### src/rtl/muldiv_pkg.sv
// Shared definitions for the iterative multiply/divide unit: op encodings and FSM state type.
package muldiv_pkg;

    localparam logic [1:0] OP_MUL   = 2'b00;
    localparam logic [1:0] OP_UMULH = 2'b01;
    localparam logic [1:0] OP_UDIV  = 2'b10;
    localparam logic [1:0] OP_UREM  = 2'b11;

    typedef enum logic [1:0] {
        S_IDLE = 2'b00,
        S_RUN  = 2'b01,
        S_DONE = 2'b10
    } state_t;

endpackage

### src/rtl/muldiv_step.sv
// Single combinational iteration: shift-add multiply step, or restoring-divide step when
// MULDIV_DIV_EN is defined (without it the divide path and its select input do not exist).
module muldiv_step #(
    parameter int WIDTH = 32
) (
`ifdef MULDIV_DIV_EN
    input  logic             is_div,
`endif
    input  logic [WIDTH-1:0] hi,
    input  logic [WIDTH-1:0] lo,
    input  logic [WIDTH-1:0] m,
    output logic [WIDTH-1:0] hi_nxt,
    output logic [WIDTH-1:0] lo_nxt
);

    logic [WIDTH:0] sum;
`ifdef MULDIV_DIV_EN
    logic [WIDTH:0] shifted;
    logic [WIDTH:0] diff;
`endif

    always_comb begin
        // Multiply: hi accumulates partial products, lo shifts the multiplier out LSB first.
        sum    = lo[0] ? ({1'b0, hi} + {1'b0, m}) : {1'b0, hi};
        hi_nxt = sum[WIDTH:1];
        lo_nxt = {sum[0], lo[WIDTH-1:1]};
`ifdef MULDIV_DIV_EN
        // Divide: hi is the partial remainder, lo shifts dividend bits out and quotient bits in.
        shifted = {hi, lo[WIDTH-1]};
        diff    = shifted - {1'b0, m};
        if (is_div) begin
            hi_nxt = diff[WIDTH] ? shifted[WIDTH-1:0] : diff[WIDTH-1:0];
            lo_nxt = {lo[WIDTH-2:0], ~diff[WIDTH]};
        end
`endif
    end

endmodule

### src/rtl/muldiv_unit.sv
// Iterative unsigned multiply/divide unit with register-file writeback, one bit per cycle.
// MULDIV_DIV_EN enables UDIV/UREM; without it those ops keep the timing and write zero.
module muldiv_unit
    import muldiv_pkg::*;
#(
    parameter int WIDTH = 32
) (
    input  logic             clk,
    input  logic             reset,
    input  logic             start,
    input  logic [1:0]       op,
    input  logic [WIDTH-1:0] a,
    input  logic [WIDTH-1:0] b,
    input  logic [3:0]       wa,
    output logic             busy,
    output logic             wb_we,
    output logic [3:0]       wb_wa,
    output logic [WIDTH-1:0] wb_wd
);

    localparam int CW = $clog2(WIDTH) + 1;

    state_t           state, state_nxt;
    logic [CW-1:0]    cnt;
    logic [1:0]       op_r;
    logic [3:0]       wa_r;
    logic [WIDTH-1:0] hi, lo, m;
    logic [WIDTH-1:0] hi_nxt, lo_nxt;
    logic [WIDTH-1:0] res;
    logic             last;

    muldiv_step #(.WIDTH(WIDTH)) u_step (
`ifdef MULDIV_DIV_EN
        .is_div (op_r[1]),
`endif
        .hi     (hi),
        .lo     (lo),
        .m      (m),
        .hi_nxt (hi_nxt),
        .lo_nxt (lo_nxt)
    );

    assign last = (cnt == CW'(1));

    always_comb begin
        case (op_r)
            OP_MUL:   res = lo_nxt;
            OP_UMULH: res = hi_nxt;
`ifdef MULDIV_DIV_EN
            OP_UDIV:  res = lo_nxt;
            OP_UREM:  res = hi_nxt;
`endif
            default:  res = '0;
        endcase
    end

    always_comb begin
        state_nxt = state;
        busy      = 1'b0;
        wb_we     = 1'b0;
        case (state)
            S_IDLE: if (start) state_nxt = S_RUN;
            S_RUN: begin
                busy = 1'b1;
                if (last) state_nxt = S_DONE;
            end
            S_DONE: begin
                busy      = 1'b1;
                wb_we     = 1'b1;
                state_nxt = S_IDLE;
            end
            default: state_nxt = S_IDLE;
        endcase
    end

    always_ff @(posedge clk) begin
        if (reset) state <= S_IDLE;
        else       state <= state_nxt;
    end

    always_ff @(posedge clk) begin
        if (reset) begin
            cnt   <= '0;
            op_r  <= '0;
            wa_r  <= '0;
            hi    <= '0;
            lo    <= '0;
            m     <= '0;
            wb_wa <= '0;
            wb_wd <= '0;
        end else begin
            case (state)
                S_IDLE: if (start) begin
                    op_r <= op;
                    wa_r <= wa;
                    hi   <= '0;
                    lo   <= op[1] ? a : b;
                    m    <= op[1] ? b : a;
                    cnt  <= CW'(WIDTH);
                end
                S_RUN: begin
                    hi  <= hi_nxt;
                    lo  <= lo_nxt;
                    cnt <= cnt - CW'(1);
                    // Result is captured on the final iteration so it is stable throughout DONE.
                    if (last) begin
                        wb_wa <= wa_r;
                        wb_wd <= res;
                    end
                end
                default: ;
            endcase
        end
    end

endmodule

### config.mk
export PLATFORM = sky130hd
export DESIGN_NAME = muldiv_unit
export DESIGN_NICKNAME = d
export VERILOG_FILES = /design/src/rtl/muldiv_pkg.sv /design/src/rtl/muldiv_step.sv /design/src/rtl/muldiv_unit.sv
export SDC_FILE = /design/constraint.sdc
export NUM_CORES = 1
export LEC_CHECK = 0
export CORE_ASPECT_RATIO = 1.75
export CORE_UTILIZATION = 47
export CTS_CLUSTER_DIAMETER = 60
export DETAILED_ROUTE_END_ITERATION = 10
export HOLD_SLACK_MARGIN = 0.02
export PLACE_DENSITY = 0.7
export SKIP_CTS_REPAIR_TIMING = 1
export SYNTH_ARGS = -nofsm -noshare
export SYNTH_HDL_FRONTEND = slang
export SYNTH_SLANG_ARGS = --single-unit
export TNS_END_PERCENT = 50
### constraint.sdc
create_clock -name clk -period 4.5 [get_ports clk]
set_clock_uncertainty 0.15 [all_clocks]
set_input_delay 0.9 -clock clk [delete_from_list [all_inputs] [get_ports clk]]
set_output_delay 0.9 -clock clk [all_outputs]
set_load 0.02 [all_outputs]
# Word level (Yosys, flattened, before mapping)
# Cells that the tools add are included.
# word_totals
register_bits	146
latch_bits	0
ram_bits	0
rom_bits	0
input_bits	73
out_inout_bits	38
wordCells	40
memories	0
# classes
addsub	2
mul	0
n_div	0
order_cmp	0
eq_ne	6
n_shift	0
mux	15
bitwise	0
reduce_logical	8
# op_table
cell	n
32-bit one-hot mux with 2 select lines	3
32-bit 2-to-1 mux	4
32-bit by 32-bit adder with 33-bit output	1
33-bit 2-to-1 mux	1
6-bit one-hot mux with 2 select lines	1
2-bit AND reduction	4
6-bit by 1-bit equality test with 1-bit output (second input constant)	1
6-bit 2-to-1 mux	1
6-bit by 1-bit subtractor with 6-bit output (second input constant)	1
2-bit by 1-bit equality test with 1-bit output (second input constant)	2
2-bit zero test	2
2-bit 2-to-1 mux	2
2-bit != test (second input constant)	2
2-bit one-hot mux with 2 select lines	1
2-bit equality test (second input constant)	1
1-bit 2-to-1 mux	2
2-bit nonzero test	1
2-bit OR reduction	1

# Longest topological paths before layout
# Gate-level depths: netlist of run 1.
# depth
ltp_word	3
mapped_depth	11
mapped_depth_nobuf	11

# By module
# Synthesis of run 1 repeated with hierarchy kept, for this count alone.
# hier_totals
hier_cells	1098
area_unflattened_um2	9043.7
# modules_own_cells
mod	n_inst	cells_per_inst	area_per_inst_um2	seq_area_each_um2
muldiv_unit	1	731	6483.7	2922.8
muldiv_step	1	367	2560.0	0.0

# Least setup slack after synthesis of run 1
# No wires, ideal clock.
# synth_timing
kind	reg2reg
start	register hi[0]
end	register hi[17]
setup_time_ns	0.128
arrival_ns	2.393
required_time_ns	4.222
path_slack_ns	1.829
stages_incl_launch_ff	12
n_path_buf	0
synth_period_minus_slack_ns	2.671
path_cell_list	dfxtp_1 -> ha_1 -> inv_1 -> fa_1 -> nand2b_1 -> a21oi_2 -> o211ai_1 -> a31oi_1 -> a21oi_1 -> xnor2_1 -> a222oi_1 -> nor2_1
# synth_between
elab_chain_len	3
# synth_lines
element	line	text
start: declaration	muldiv_unit.sv:27	logic [WIDTH-1:0] hi, lo, m;
start signal: assignment	muldiv_unit.sv:102	hi <= hi_nxt;
32-bit by 32-bit adder with 33-bit output	muldiv_step.sv:24	sum = lo[0] ? ({1'b0, hi} + {1'b0, m}) : {1'b0, hi};
33-bit 2-to-1 mux	muldiv_step.sv:24	
32-bit one-hot mux with 2 select lines	muldiv_unit.sv:92	case (state)
# No other way between the ends.
# A chain may end at the register's enable or synchronous reset.

# Final worst setup path of run 1
# Same ends and word-level chain as after synthesis.

==> reports/qor.yml, run 1 <==
detailed_routing:
  drt-pass1-iter-count: 5
  ant_nets: 0
  first_iter_violations: 554
  drc: 0
  detail_route.wirelength_microns: 27400
  viasPerCell: 5.95
  routedWlPerCell_microns: 19.6
  vias: 8318
yosys:
  ys.flop_type: "dfxtp_1"
  ys_seq_area_share_pct: 34.1
  async_reset_ff_share_pct: 0
  synth_edf_count: 0
  ys_ff_latch: 146
  synth_cells: 1086
  syn_avg_cell_area_sq_um: 7.90
  ys_warn_count: 0
  syn_area_sq_mm: 0.00858
  syn-num-nets: 1197
  ys_types: 69
global_routing:
  grt_max_degree: 72
  grt_use_total_pct: 29.4
  grt_pass1_vias: 8220
  antenna_found_initial: 0
  grt_pass1_wl_microns: 43300
  grt_overflow: 0
placed_design:
  dpl_worst_slack_ns: 1.39
  hpwl_microns: 19600
  place_congestion: 0.967
  place_area_sq_mm: 0.00978
  io_buffers: 110
power:
  p_leak_nw: 3.93
  vdd.ir_drop.worst_uv: 219
  power_density_mw_per_mm2: 339
timing:
  worst_pin_slew_ns: 1.28
  whs_ns: 0.298
  fin_crit_sh_pct: 71.6
  tns_ns: 0
  fin_crit_ns: 3.22
  finalHoldViolations: 0
  setup_slack_ns: 1.28
  slew_headroom_pct: 14.5
  slew_viol_final: 0
  fmax_ghz: 0.310
  setup_viol: 0
  rsz0062_at_grt: "false"
die:
  rows: 65
  start_util_pct: 47.8
  io-pin-count: 111
  die_x_microns: 104
  core_sq_mm: 0.0180
  dieHeight_microns: 181
  dieArea_sq_mm: 0.0188
run_status:
  outcome: "complete, no violations"
clock_tree:
  cts_buffers: 17
  insertion_delay_ns: 0.43
  path_clk_slew_ns: 0.07
  cts.path.max_buffers: 2
  cts_tree: "yes"
  cts_root_buffer: "clkbuf_16"
  cts_htree_levels: 4
  clock-sinks: 146
finish:
  nets: 1262
  drive_gt1_share_pct: 7.04
  diodes: 0
  fin_area_sq_mm: 0.0104
  area_delta_synth_final_pct: 20.7
  post-route-util_pct: 57.7
worst_setup_path:
  slowest_delay_ns: 0.45
  cp_data_arrival_time_ns: 3.35
  crit_type: "register to register"
  required_ns: 4.63
  crit_path_end_kind: "register"
  critical-path-slowest-cell: "a31oi_1"
  start_kind: "register"
  crit_path_cell_trace: "ha_1 -> inv_1 -> fa_1 -> nand2b_1 -> a21oi_2 -> o211ai_1 -> a31oi_1 -> a21oi_1 -> xnor2_1 -> a222oi_1 -> nor2_1"
  cp_max_fo: 5
worst_hold_path:
  hold_class: "register to register"
job:
  drv_cap: 0
critical path, delay by kind of cell, from the launching register on:
family / cells / cell delay (ns)
compound gates: 5 / 1.43
xor+xnor: 1 / 0.17
fa+ha+maj: 2 / 0.60
buf+inv: 1 / 0.07
flops: 1 / 0.37
simple gates: 2 / 0.28
sequential cells by signal (all words and copies together) (netlist names):
name,count
wa_r,4
wb_wd,32
state,2
hi,32
op_r,2
wb_wa,4
lo,32
cnt,6
m,32
synthesized netlist by cell type, types with 3 or more instances:
master	instances	area [sq um]
buf_1	10	37.5
a22oi_1	28	210
xor2_1	18	158
buf_2	8	40.0
nor3_1	14	70.1
or2_2	4	25.0
o22ai_1	14	87.6
o21ai_0	76	380
nand2b_1	5	31.3
nor3b_1	8	60.1
and2_1	3	18.8
a211oi_1	38	285
o211ai_1	5	37.5
a21oi_1	115	576
o2bb2ai_1	3	26.3
o21a_1	3	22.5
nor2_1	101	379
clkbuf_1	56	210
mux2i_1	68	681
o21bai_1	3	22.5
nand4_1	6	37.5
and3_1	7	43.8
a221oi_1	3	26.3
a41oi_1	3	26.3
a21oi_2	3	26.3
nand3b_1	8	60.1
o21ai_1	5	25.0
xnor2_1	16	140
nor2b_1	3	18.8
mux2_2	10	113
nand3_1	7	35.0
a31oi_1	9	56.3
a222oi_1	4	40.0
inv_1	15	56.3
ha_1	37	463
dfxtp_1	146	2920
nand2_1	179	672
a21o_1	10	75.1
routing by layer:
layer | global-route usage, % | up-vias | wire length, microns
met5 | 0 | - | 0
met1 | 31.7 | 3835 | 10100
li1 | - | 4032 | -
met3 | 3.46 | 109 | 1330
met2 | 52.5 | 342 | 14000
met4 | 21.4 | 0 | 2010
per-stage QoR:
stage	power (mW)	cells
after global placement	2.11	1366
after global routing	3.65	1398
final	3.51	1398
after detailed placement	2.12	1366
after floorplan	1.88	1086
after CTS	3.51	1398
where the power goes:
group          leakage (nW)  internal, mW  switching, mW
logic                  2.46         0.249          0.405
registers              1.19          1.37         0.0712
clock network         0.278         0.795          0.621
total                  3.93          2.42           1.10
final cells by class:
| class | instances | area (sq um) |
|---|---|---|
| sequential | 146 | 2920 |
| timing repair buffer | 121 | 1180 |
| inverter | 16 | 60.1 |
| tap | 234 | 293 |
| fill | 1702 | 7610 |
| clock buffer | 18 | 439 |
| multi-input combinational | 849 | 5330 |
| clock inverter | 14 | 143 |
final timing paths:
| check | to | startpoint | slack (ns) | cells past startpoint |
|---|---|---|---|---|
| setup / recovery | hi[17] | hi[0] | 1.28 | 11 |
| hold / removal | wb_wd[3] | wb_wd[3] | 0.30 | 2 |
| setup reg to reg | hi[17] | hi[0] | 1.28 | 11 |
| hold reg to reg | wb_wd[3] | wb_wd[3] | 0.30 | 2 |
cells in the final DEF, fill, tap and decap left out, drive strengths merged, types with 8 or more instances in the layout:
| cell type | count |
|---|---|
| a31oi | 9 |
| ha | 37 |
| dfxtp | 146 |
| nor3 | 16 |
| mux2 | 10 |
| a21oi | 118 |
| xnor2 | 16 |
| nor3b | 9 |
| and3 | 8 |
| o22ai | 14 |
| nor2 | 102 |
| nand2 | 179 |
| inv | 24 |
| a211oi | 39 |
| a21o | 10 |
| a22oi | 28 |
| clkbuf | 18 |
| buf | 13 |
| xor2 | 18 |
| mux2i | 68 |
| o21ai | 81 |
| clkdlybuf4s50 | 108 |
| nand3b | 8 |
logic make-up after synthesis:
| family | share of synthesized area (%) |
|---|---|
| AND/OR/NAND/NOR | 18.2 |
| AO/OA/AOI/OAI | 25.3 |
| flip-flops | 34.1 |
| buffers and inverters | 4.11 |
| multiplexers | 9.24 |
| adder cells (fa/ha/maj) | 5.63 |
| XOR/XNOR | 3.47 |
No activity file was read; power rests on OpenSTA's default activity.
==> inputs of run 2 (changes only) <==
Clock period 4.5 ns to 3.2 ns, I/O delays scaled along.
==> reports/qor.yml, run 2 (same netlist as run 1, synthesis figures left out) <==
timing:
  slew_headroom_pct: 40.4
  worst_pin_slew_ns: 0.893
  fin_crit_sh_pct: 91.7
  setup_slack_ns: 0.264
  rsz0062_at_grt: "false"
  finalHoldViolations: 0
  slew_viol_final: 0
  setup_viol: 0
  fin_crit_ns: 2.94
  tns_ns: 0
  fmax_ghz: 0.341
finish:
  most-common-layout-cells: "nand2_1 (179), dfxtp_1 (146), a21oi_1 (114)"
  nets: 1281
  diodes: 0
  final_common_cell: "nand2_1"
  fin_cells: 1417
  area_delta_synth_final_pct: 22.4
  fillers: 1676
  drive_gt1_share_pct: 8.45
  post-route-util_pct: 58.4
global_routing:
  antenna_found_initial: 0
  grt_overflow: 0
  grt_pass1_wl_microns: 44300
  grt_pass1_vias: 8367
  grt_max_degree: 72
  grt_use_total_pct: 30.2
placed_design:
  dpl_worst_slack_ns: 0.207
  placed_cells: 1385
  place_congestion: 0.930
  io_buffers: 110
  hpwl_microns: 20600
worst_setup_path:
  crit_path_cell_trace: "ha_1 -> inv_1 -> fa_1 -> nand2b_1 -> a21oi_4 -> o41ai_4 -> o31ai_4 -> a41oi_2 -> o21ai_1 -> xor2_1 -> o2bb2ai_1"
  critical-path-slowest-cell: "fa_1"
  crit_type: "register to register"
  cp_data_arrival_time_ns: 3.14
  crit-reg2reg-launch: "hi[0]"
  rrSetupSlack_ns: 0.26
  startpoint: "hi[0]"
  required_ns: 3.40
  r2r_end: "wb_wd[27]"
  crit_path_end_kind: "register"
  slowest_delay_ns: 0.40
  cp_top_family: "compound AO/OA/AOI/OAI gates"
  start_kind: "register"
  cp_max_fo: 3
  rr_worst_depth: 11
  crit_buf_inv: 1
detailed_routing:
  drc: 0
  viasPerCell: 5.97
  first_iter_violations: 491
  routedWlPerCell_microns: 19.7
  detail_route.wirelength_microns: 27900
  ant_nets: 0
  drt-pass1-iter-count: 7
  vias: 8459
power:
  vdd.ir_drop.worst_uv: 380
  pwr-share-clk_pct: 38.6
  p_int_mw: 3.31
  p_seq_share_pct: 42.1
  comb_power_share_pct: 19.3
  power_density_mw_per_mm2: 463
  sw_frac_of_total_pct: 31.8
  switchingPower_mw: 1.55
  p_leak_nw: 4.00
  power.total_mw: 4.86
clock_tree:
  cts_root_buffer: "clkbuf_16"
  insertion_delay_ns: 0.43
  cts_htree_levels: 4
  cts_buffers: 17
  clock-sinks: 146
  cts.path.max_buffers: 2
  path_clk_slew_ns: 0.07
  cts_tree: "yes"
die:
  dieHeight_microns: 181
  start_util_pct: 47.8
  dieArea_sq_mm: 0.0188
  die_x_microns: 104
  rows: 65
  io-pin-count: 111
  core_sq_mm: 0.0180
worst_hold_path:
  hold_class: "register to register"
  min_from: "wb_wd[3]"
  hold_path_depth: 2
  hold_end: "wb_wd[3]"
job:
  drv_cap: 0
run_status:
  outcome: "complete, no violations"
run 2: cell types whose count changed in the layout (fill, tap and decap cells not counted), sizes merged:
| cell | change |
|---|---|
| buf | +19 |
| bufinv | -1 |
| clkinv | +1 |
| clkinvlp | +2 |
| inv | -2 |
run 2: how the worst max path moves through the flow:
stage / endpoint / depth (start not counted) / slack, ns
global placement: wb_wd[31] / 11 / 0.29
global route: hi[17] / 12 / 0.08
detailed placement: wb_wd[31] / 11 / 0.21
finish: wb_wd[27] / 11 / 0.26
floorplan: hi[17] / 11 / 0.53
CTS: wb_wd[31] / 11 / 0.15
run 2: area by class of cell:
type                    count  area [sq um]  share of cell area, %
repair buffers            140          1350                   12.8
clock inverters            14           119                   1.13
inverters                  16          60.1                  0.572
multi-input cells         849          5330                   50.8
clock buffers              18           429                   4.09
well taps                 234           293                   2.79
flip-flops and latches    146          2920                   27.8
run 2: stage by stage:
stage	hold slack, ns	area [sq um]
2_1_floorplan	0.282	8580
3_3_place_gp	0.293	9950
5_1_grt	0.331	10500
4_1_cts	0.305	10500
6_report	0.303	10500
3_5_place_dp	0.295	9950
run 2: power groups by stage:
stage          Sequential (mW)  Clock (mW)  Combinational [mW]
2_1_floorplan             2.03           0               0.617
3_3_place_gp              2.08           0               0.917
3_5_place_dp              2.08           0               0.926
4_1_cts                   2.04        1.88               0.932
5_1_grt                   2.06        1.97                1.03
6_report                  2.05        1.87               0.938
run 2: routing by layer:
layer	up-vias	part of all wire, %	global-route usage [%]
met5	-	0	0
met4	0	7.1	21.0
met3	92	4.4	3.72
met2	330	52	55.1
met1	3954	36	31.9
li1	4083	-	-
run 2: worst min-delay path: stages (launching register included):
cell and delay (ns):
dfxtp_1 0.31, nand2_1 0.05, a21oi_1 0.05
